### src/rtl/decode_stage.sv
// decode_stage: registered RV32I/RV64I main decoder.
// One-entry valid/ready pipeline register between fetch and execute.
module decode_stage #(
  parameter int XLEN  = 32,
  parameter int CNT_W = 8
) (
  input  logic             clk,
  input  logic             rst,
  input  logic             in_valid,
  output logic             in_ready,
  input  logic [31:0]      in_instr,
  input  logic [XLEN-1:0]  in_pc,
  input  logic             flush,
  output logic             out_valid,
  input  logic             out_ready,
  output logic [31:0]      out_instr,
  output logic [XLEN-1:0]  out_pc,
  output logic [XLEN-1:0]  out_imm,
  output logic             reg_write,
  output logic             mem_write,
  output logic             branch,
  output logic             jump,
  output logic             alu_src,
  output logic             alu_a_pc,
  output logic             illegal,
  output logic [2:0]       imm_src,
  output logic [1:0]       result_src,
  output logic [1:0]       alu_op,
  output logic [CNT_W-1:0] illegal_cnt
);

  typedef enum logic {
    EMPTY = 1'b0,
    FULL  = 1'b1
  } state_t;

  typedef struct packed {
    logic       reg_write;
    logic       mem_write;
    logic       branch;
    logic       jump;
    logic       alu_src;
    logic       alu_a_pc;
    logic       illegal;
    logic [2:0] imm_src;
    logic [1:0] result_src;
    logic [1:0] alu_op;
  } ctl_t;

  state_t          r_state;
  state_t          w_state_nxt;
  ctl_t            r_ctl;
  ctl_t            w_ctl;
  logic [31:0]     r_instr;
  logic [XLEN-1:0] r_pc;
  logic [XLEN-1:0] r_imm;
  logic [XLEN-1:0] w_imm;
  logic [31:0]     w_imm32;
  logic [CNT_W-1:0] r_cnt;
  logic            w_accept;
  logic            w_load;

  assign out_valid = (r_state == FULL);
  assign in_ready  = !rst && (!out_valid || out_ready);
  assign w_accept  = in_valid && in_ready;
  assign w_load    = w_accept && !flush;

  // Main opcode decode into control bundle
  always_comb begin
    w_ctl = '0;
    unique case (in_instr[6:0])
      7'b0000011: begin
        w_ctl.reg_write  = 1'b1;
        w_ctl.alu_src    = 1'b1;
        w_ctl.result_src = 2'b01;
        w_ctl.imm_src    = 3'b000;
      end
      7'b0100011: begin
        w_ctl.mem_write = 1'b1;
        w_ctl.alu_src   = 1'b1;
        w_ctl.imm_src   = 3'b001;
      end
      7'b0110011: begin
        w_ctl.reg_write = 1'b1;
        w_ctl.alu_op    = 2'b10;
      end
      7'b0010011: begin
        w_ctl.reg_write = 1'b1;
        w_ctl.alu_src   = 1'b1;
        w_ctl.alu_op    = 2'b10;
        w_ctl.imm_src   = 3'b000;
      end
      7'b1100011: begin
        w_ctl.branch  = 1'b1;
        w_ctl.alu_op  = 2'b01;
        w_ctl.imm_src = 3'b010;
      end
      7'b1101111: begin
        w_ctl.reg_write  = 1'b1;
        w_ctl.jump       = 1'b1;
        w_ctl.result_src = 2'b10;
        w_ctl.imm_src    = 3'b011;
      end
      7'b1100111: begin
        w_ctl.reg_write  = 1'b1;
        w_ctl.jump       = 1'b1;
        w_ctl.alu_src    = 1'b1;
        w_ctl.result_src = 2'b10;
        w_ctl.imm_src    = 3'b000;
      end
      7'b0110111: begin
        w_ctl.reg_write  = 1'b1;
        w_ctl.alu_src    = 1'b1;
        w_ctl.result_src = 2'b11;
        w_ctl.imm_src    = 3'b100;
      end
      7'b0010111: begin
        w_ctl.reg_write = 1'b1;
        w_ctl.alu_src   = 1'b1;
        w_ctl.alu_a_pc  = 1'b1;
        w_ctl.imm_src   = 3'b100;
      end
      7'b0000000: begin
        w_ctl = '0;
      end
      default: begin
        w_ctl.illegal = 1'b1;
      end
    endcase
  end

  // Immediate assembly by format, then sign extension to XLEN
  always_comb begin
    w_imm32 = '0;
    unique case (w_ctl.imm_src)
      3'b001:  w_imm32 = {{20{in_instr[31]}}, in_instr[31:25],
                          in_instr[11:7]};
      3'b010:  w_imm32 = {{20{in_instr[31]}}, in_instr[7],
                          in_instr[30:25], in_instr[11:8], 1'b0};
      3'b011:  w_imm32 = {{12{in_instr[31]}}, in_instr[19:12],
                          in_instr[20], in_instr[30:21], 1'b0};
      3'b100:  w_imm32 = {in_instr[31:12], 12'b0};
      default: w_imm32 = {{20{in_instr[31]}}, in_instr[31:20]};
    endcase
    w_imm        = {XLEN{w_imm32[31]}};
    w_imm[31:0]  = w_imm32;
  end

  // EMPTY/FULL next state; flush always empties the stage
  always_comb begin
    w_state_nxt = r_state;
    unique case (r_state)
      EMPTY: if (w_accept) w_state_nxt = FULL;
      FULL:  if (out_ready && !w_accept) w_state_nxt = EMPTY;
      default: w_state_nxt = EMPTY;
    endcase
    if (flush) w_state_nxt = EMPTY;
  end

  // Pipeline register, state and saturating illegal counter
  always_ff @(posedge clk) begin
    if (rst) begin
      r_state <= EMPTY;
      r_ctl   <= '0;
      r_instr <= '0;
      r_pc    <= '0;
      r_imm   <= '0;
      r_cnt   <= '0;
    end else begin
      r_state <= w_state_nxt;
      if (w_load) begin
        r_ctl   <= w_ctl;
        r_instr <= in_instr;
        r_pc    <= in_pc;
        r_imm   <= w_imm;
      end
      if (w_load && w_ctl.illegal && (r_cnt != '1))
        r_cnt <= r_cnt + CNT_W'(1);
    end
  end

  assign out_instr   = r_instr;
  assign out_pc      = r_pc;
  assign out_imm     = r_imm;
  assign reg_write   = r_ctl.reg_write & out_valid;
  assign mem_write   = r_ctl.mem_write & out_valid;
  assign branch      = r_ctl.branch & out_valid;
  assign jump        = r_ctl.jump & out_valid;
  assign illegal     = r_ctl.illegal & out_valid;
  assign alu_src     = r_ctl.alu_src;
  assign alu_a_pc    = r_ctl.alu_a_pc;
  assign imm_src     = r_ctl.imm_src;
  assign result_src  = r_ctl.result_src;
  assign alu_op      = r_ctl.alu_op;
  assign illegal_cnt = r_cnt;

endmodule

### config.mk
export PLATFORM = sky130hd
export DESIGN_NAME = decode_stage
export DESIGN_NICKNAME = d
export VERILOG_FILES = /design/src/rtl/decode_stage.sv
export SDC_FILE = /design/constraint.sdc
export NUM_CORES = 1
export LEC_CHECK = 0
export ABC_AREA = 1
export CORE_ASPECT_RATIO = 0.5
export CORE_UTILIZATION = 35
export DETAILED_ROUTE_END_ITERATION = 6
export GPL_ROUTABILITY_DRIVEN = 0
export PLACE_DENSITY = 0.63
export RECOVER_POWER = 25
export SLEW_MARGIN = 10
export SYNTH_ARGS = -nofsm -noshare
export SYNTH_HDL_FRONTEND = slang
export SYNTH_SLANG_ARGS = --single-unit
### constraint.sdc
create_clock -name clk -period 1.8 [get_ports clk]
set_input_delay 0.27 -clock clk [delete_from_list [all_inputs] [get_ports clk]]
set_output_delay 0.27 -clock clk [all_outputs]
set_load 0.01 [all_outputs]
==> results of run 1 <==
tightest hold or removal path, delay by kind of cell:
family,cells,cell delay (ps)
buffers and inverters,2,310
AO/OA/AOI/OAI,1,50
cell families (layout without fill, tap and decap cells):
group	count (synthesis)	in the layout
flip-flops	117	117
AND/OR/NAND/NOR	302	302
XOR/XNOR	4	4
adder cells (fa/ha/maj)	1	1
buffers and inverters	101	320
AO/OA/AOI/OAI	137	137
worst paths after layout:
kind	from	to	slack, ps
hold reg to reg	out_imm[6]$_SDFFE_PP0P_	out_imm[6]$_SDFFE_PP0P_	460
setup / recovery	illegal_cnt[2]$_SDFFE_PP0P_	illegal_cnt[2]	100
hold / removal	rst	out_imm[6]$_SDFFE_PP0P_	290
setup reg to reg	out_valid$_SDFF_PP0_	alu_src$_SDFFE_PP0P_	230
area by class of cell:
type	count	area (um^2)
Multi-Input combinational cell	444	2150
Clock buffer	21	460
Timing Repair Buffer	239	2330
Tap cell	192	240
Clock inverter	9	81.3
Fill cell	1280	5900
Sequential cell	117	2340
Inverter	51	195
repair_timing:
action,CTS,global route
pin swaps,0,0
resized for setup,1,6
cloned,0,0
endpoints found under the setup margin,1,6
layer usage:
metal	vias up	share of wire	routed length (um)
met3	9	0.049	697
met4	0	0.0076	108
met5	-	0	0
li1	2544	-	-
met1	2316	0.47	6670
met2	110	0.47	6700
power by group through the flow:
| stage | logic, mW | registers [mW] | clock network, mW |
|---|---|---|---|
| final | 0.759 | 2.73 | 3.11 |
| after floorplan | 0.278 | 2.82 | 0 |
| after global routing | 0.827 | 2.74 | 3.33 |
| after CTS | 0.773 | 2.73 | 3.19 |
| after global placement | 0.768 | 2.78 | 0 |
| after detailed placement | 0.771 | 2.78 | 0 |
sequential cells by signal, summed over array words and instances, names as in the netlist:
name,flops
result_src,2
out_instr,32
alu_op,2
alu_src,1
alu_a_pc,1
r_ctl,4
out_imm,31
imm_src,3
out_pc,32
illegal_cnt,8
out_valid,1
through the flow:
step	area [um^2]	util
finish	7800	0.570
global route	7800	0.570
CTS	7810	0.570
detailed placement	7270	0.531
global placement	7270	0.531
floorplan	4960	-
cell usage in the layout (no fill, tap or decap), types with 4 or more instances in the layout:
cell type        count
buf_12               5
a31oi_1             10
nand4_1              9
dfxtp_1            117
a2bb2oi_1            4
a21oi_1             95
clkinv_2             5
nand2_2              4
dlymetal6s2s_1       5
nor3_1               5
o21a_1              13
clkdlybuf4s50_1    181
nand3_1             23
clkbuf_16           17
nand3_2              9
nor2_1              47
buf_4               43
inv_1               43
inv_2                6
nor2_2               4
nand2_1            193
clkbuf_1             4
o21ai_0             11
==> key figures, run 1 <==
Synthesis
  – Synth Flop Type: dfxtp_1
  – Yosys reg bits: 117
  – Mapped cell area: 4960 um^2
  – Gate Count Post-Synth: 662
  – Register area share after synthesis: 0.472
  – Syn_area_per_cell: 7.50 um^2
  – Mapped Nets: 732
  – Simple-gate share of the synthesized area: 0.272
  – Synth area leader: dfxtp_1
  – Mux share of post-synthesis cell area: 0
  – Async S/R FF share, synth: 0
  – Number of flops mapped to enable cells by yosys: 0
  – Synth top cells by count: 193 x nand2_1, 117 x dfxtp_1, 95 x a21oi_1
  – Largest family of logic cells by synthesized area: simple AND/OR/NAND/NOR gates
  – Area contributors post-synth: dfxtp_1 47%, nand2_1 15%, a21oi_1 9.6%, nor2_1 3.6%, inv_1 3.3%
  – Yosys cell types: 35
  – Synth Warn #: 0
  – Synth Area in Compound Gates: 0.152
  – Share of the synthesized area in the top cell type: 0.472
  – Count leader, synth: nand2_1
  – Synth Area in Adders: 0.00252
  – Synth Area in XOR/XNOR: 0.00706

Timing
  – Setup total negative slack: 0 ps
  – Final hold slack: 286 ps
  – Period minus WS final: 1700 ps
  – Final Skew: 7.18 ps
  – Slew headroom: 0.504
  – RSZ-0062 raised after global routing: no
  – Final Hold Vio Count: 0
  – Worst-Margin Slew: 745 ps
  – Final Cycle Share: 0.944
  – Setup ws final: 101 ps
  – Slew Viols, Final: 0
  – Fmax: 589 MHz
  – Final setup violation count: 0

Drt
  – Post-route DRC violation count: 0
  – Drt pass-1 iters: 4
  – DR vias: 4979
  – ANT nets after route: 0
  – DR vias/cell: 4.64
  – Routed len/inst: 13.2 um
  – Final wirelength: 14200 um
  – Starting DRT DRC Count: 333

Global routing
  – Vias in the first global route: 4712
  – Met1 GRT Util: 0.259
  – Largest net degree at the start of global routing: 69
  – GRT Max-Usage Layer: met2
  – Initial antenna violation count: 0
  – Met3 Use GR: 0.0511
  – GRT Total Usage: 0.200
  – First-pass GRT wire length: 23300 um
  – Routing usage on met2: 0.327
  – Gr ovfl total: 0

Setup path
  – Max incr delay on CP: 590 ps
  – CP required: 1530 ps
  – CP max-delay cell: clkdlybuf4s50_1
  – Critical Path Stages: 1
  – Worst setup EP type: primary output
  – CP Max Fanout: 6
  – Critical path class: reg -> out
  – Crit path DAT: 1430 ps
  – CP bufs+invs: 1
  – Worst R2R Path Depth: 6
  – Startpoint Class: register
  – Top Family by Delay on Critical Path: buffers and inverters
  – Ordered list of cells on the worst path: clkdlybuf4s50_1

Placement
  – Buffers added on ports: 188
  – Placed instance count: 1043
  – Setup WS pre-CTS: -223 ps
  – Dpl hpwl: 10100 um

Flow run
  – Max-cap violations: 0

Layout
  – Finished Layout Cells: 1073
  – Synth-to-Final Area Change: 57.2%
  – Antenna Cells: 0
  – Layout cells sized above 1: 0.127
  – Layout Nets: 940

Power
  – Power per cell area: 845 nW/um^2
  – Seq pwr share: 0.414
  – Total power: 6.60 mW
  – Logic pwr share: 0.115
  – VDD IR max: 0.671 mV
  – NetSw: 1.56 mW
  – Sw Ratio: 0.236
  – LEAKAGE: 3.11 nW
  – Clk pwr share: 0.471
  – Internal power: 5.04 mW

Floorplan
  – Die ar.: 14700 um^2
  – Effective utilization at floorplan: 0.362
  – Die X: 170 um
  – Row count: 30
  – Core area: 13700 um^2
  – Die height: 86.2 um
  – Number of top-level pins: 189

Clocking
  – Clock transition at path regs: 50 ps
  – CTS hold repair buffers: 0
  – CTS H-tree lvls: 4
  – CTS tree: yes
  – Clock sink count: 117
  – Root buffer cell: clkbuf_16
  – CTS buffer count: 17
  – Post-CTS Setup Inserts: 0
  – Clock network latency to the later pin of the worst-skew pair: 400 ps
  – Clock Tree Buf Depth: 2

Hold path
  – Worst hold path class: in -> reg
  – Hold path depth: 3

Status
  – Status: complete, no violations
(Power assumes the default switching activity.)
==> run 2, diff against run 1 <==
--- a/config.mk
+++ b/config.mk
@@ -6,10 +6,12 @@
 export NUM_CORES = 1
 export LEC_CHECK = 0
 export ABC_AREA = 1
+export CAP_MARGIN = 25
 export CORE_ASPECT_RATIO = 0.5
 export CORE_UTILIZATION = 35
 export DETAILED_ROUTE_END_ITERATION = 6
 export GPL_ROUTABILITY_DRIVEN = 0
+export GPL_TIMING_DRIVEN = 0
 export PLACE_DENSITY = 0.63
 export RECOVER_POWER = 25
 export SLEW_MARGIN = 10
==> run 2 against run 1 <==
  * Register-to-register slack got worse by 50 ps
  * Cell area is 1.7% lower
  * Setup slack lost 0.96 ps
  * Non-clock buffer count shrank 1
  * Final cell count hardly changed
  * Maximum frequency is essentially flat
  * Sequential share of layout area increased by 0.53 points
  * Global-route usage rose by 0.66 points
  * Clock power about the same
  * Critical path type unchanged
  * Highest routed layer unchanged
==> key figures, run 2 (synthesized netlist as in run 1, its figures left out) <==
Flow run
  – Max-cap violations: 0 (unchanged)

Floorplan
  – Effective utilization at floorplan: 0.362 (unchanged)
  – Die height: 86.2 um (unchanged)
  – Core area: 13700 um^2 (unchanged)
  – Row count: 30 (unchanged)
  – Die ar.: 14700 um^2 (unchanged)
  – Die X: 170 um (unchanged)
  – Number of top-level pins: 189 (unchanged)

Clocking
  – CTS buffer count: 17 (unchanged)
  – Clock Tree Buf Depth: 2 (unchanged)
  – Clock network latency to the later pin of the worst-skew pair: 400 ps (about the same)
  – Root buffer cell: clkbuf_16
  – CTS tree: yes
  – CTS H-tree lvls: 4 (unchanged)
  – Clock transition at path regs: 50 ps (about the same)
  – CTS hold repair buffers: 0 (unchanged)
  – Clock sink count: 117 (unchanged)

Setup path
  – Crit path DAT: 1430 ps (about the same)
  – Startpoint Class: register
  – Top Family by Delay on Critical Path: buffers and inverters
  – Critical path class: reg -> out
  – CP bufs+invs: 1 (unchanged)
  – CP max-delay cell: clkdlybuf4s50_1
  – Worst setup EP type: primary output
  – CP Max Fanout: 6 (unchanged)
  – Max incr delay on CP: 580 ps (about the same)
  – Ordered list of cells on the worst path: clkdlybuf4s50_1
  – CP required: 1530 ps (about the same)

Drt
  – Routed len/inst: 13.9 um (+5.1%)
  – Post-route DRC violation count: 0 (unchanged)
  – Drt pass-1 iters: 5 (+1)
  – DR vias/cell: 4.67 (+0.63%)
  – DR vias: 5015 (+0.72%)
  – Starting DRT DRC Count: 248 (-26%)
  – Final wirelength: 14900 um (+5.2%)
  – ANT nets after route: 0 (unchanged)

Timing
  – Final hold slack: 232 ps (-54.6 ps)
  – Slew headroom: 0.631 (+0.128)
  – Fmax: 588 MHz (about the same)
  – Final Skew: 5.25 ps (-1.93 ps)
  – Worst-Margin Slew: 553 ps (-191 ps)
  – Final setup violation count: 0 (unchanged)
  – Setup ws final: 100 ps (-0.963 ps)
  – Setup total negative slack: 0 ps (unchanged)
  – Period minus WS final: 1700 ps (+0.963 ps)
  – Final Hold Vio Count: 0 (unchanged)
  – Final Cycle Share: 0.944 (about the same)
  – Slew Viols, Final: 0 (unchanged)

Placement
  – Placed instance count: 1041 (-0.19%)
  – Dpl hpwl: 11100 um (+9.2%)
  – Buffers added on ports: 187 (-0.53%)
  – Placed cell area: 7080 um^2 (-2.7%)
  – Setup WS pre-CTS: -465 ps (-242 ps)

Power
  – VDD IR max: 0.468 mV (-30%)
  – LEAKAGE: 3.17 nW (+2.1%)
  – Power per cell area: 856 nW/um^2 (+1.2%)
  – Total power: 6.56 mW (-0.55%)

Global routing
  – GRT Total Usage: 0.206 (+0.00662)
  – Gr ovfl total: 0 (unchanged)
  – Initial antenna violation count: 0 (unchanged)
  – Largest net degree at the start of global routing: 17 (-75%)
  – Vias in the first global route: 4756 (+0.93%)
  – First-pass GRT wire length: 23700 um (+1.6%)

Layout
  – Layout cells sized above 1: 0.116 (-0.0115)
  – Commonest non-fill, non-tap cells in the layout: 192 x nand2_1, 123 x clkdlybuf4s50_1, 117 x dfxtp_1, 95 x a21oi_1, 53 x dlygate4sd3_1
  – Layout Nets: 939 (-0.11%)
  – Utilization after layout: 0.560 (-0.00995)
  – Design Area, Final: 7670 um^2 (-1.7%)
  – Antenna Cells: 0 (unchanged)
  – Commonest non-fill, non-tap cell in the layout: nand2_1
  – Synth-to-Final Area Change: 54.4%
  – Finished Layout Cells: 1074 (+0.093%)

Status
  – Status: complete, no violations

Hold path
  – Worst hold path class: in -> reg
-- run 2: changes by cell type in the layout (fill, tap and decap cells not counted), moves of 2 or more --
| cell | delta |
|---|---|
| buf_6 | +2 |
| buf_12 | -5 |
| clkinv_2 | +2 |
| dlygate4sd3_1 | +53 |
| buf_2 | +16 |
| clkbuf_2 | +5 |
| clkdlybuf4s25_1 | +5 |
| clkbuf_1 | +12 |
| buf_4 | -31 |
| clkdlybuf4s50_1 | -58 |
-- run 2: routing by layer --
metal  share of wire  GRT usage  wire [um]
met3           0.061     0.0516        908
met4           0.017     0.0778        254
met2            0.45      0.332       6720
met5               0          0          0
met1            0.47      0.268       7020
-- run 2: area by class of cell --
cell class	instances	area (um^2)
plain buffers	50	300
clock buffers	22	454
clock inverters	10	82.6
fillers	1326	6030
inverters	51	193
multi-input cells	444	2160
flip-flops and latches	117	2340
well taps	192	240
repair buffers	188	1890
-- run 2: report_power, final --
group          internal, mW  switching, mW
Sequential             2.68         0.0445
Clock                  1.92           1.18
Combinational         0.375          0.359
-- run 2: final timing paths --
| check | cells past startpoint | slack [ps] | startpoint | to |
|---|---|---|---|---|
| min reg2reg | 2 | 460 | out_pc[0]$_SDFFE_PP0P_ | out_pc[0]$_SDFFE_PP0P_ |
| min | 3 | 230 | in_instr[0] | out_instr[0]$_SDFFE_PP0P_ |
| max | 1 | 100 | illegal_cnt[2]$_SDFFE_PP0P_ | illegal_cnt[2] |
| max reg2reg | 9 | 180 | out_valid$_SDFF_PP0_ | out_imm[21]$_SDFFE_PP0P_ |
-- run 2: repair_timing --
| action | CTS | global route |
|---|---|---|
| pin swaps | 0 | 0 |
| resized for setup | 7 | 23 |
| buffers inserted | 1 | 0 |
| endpoints found under the setup margin | 17 | 74 |
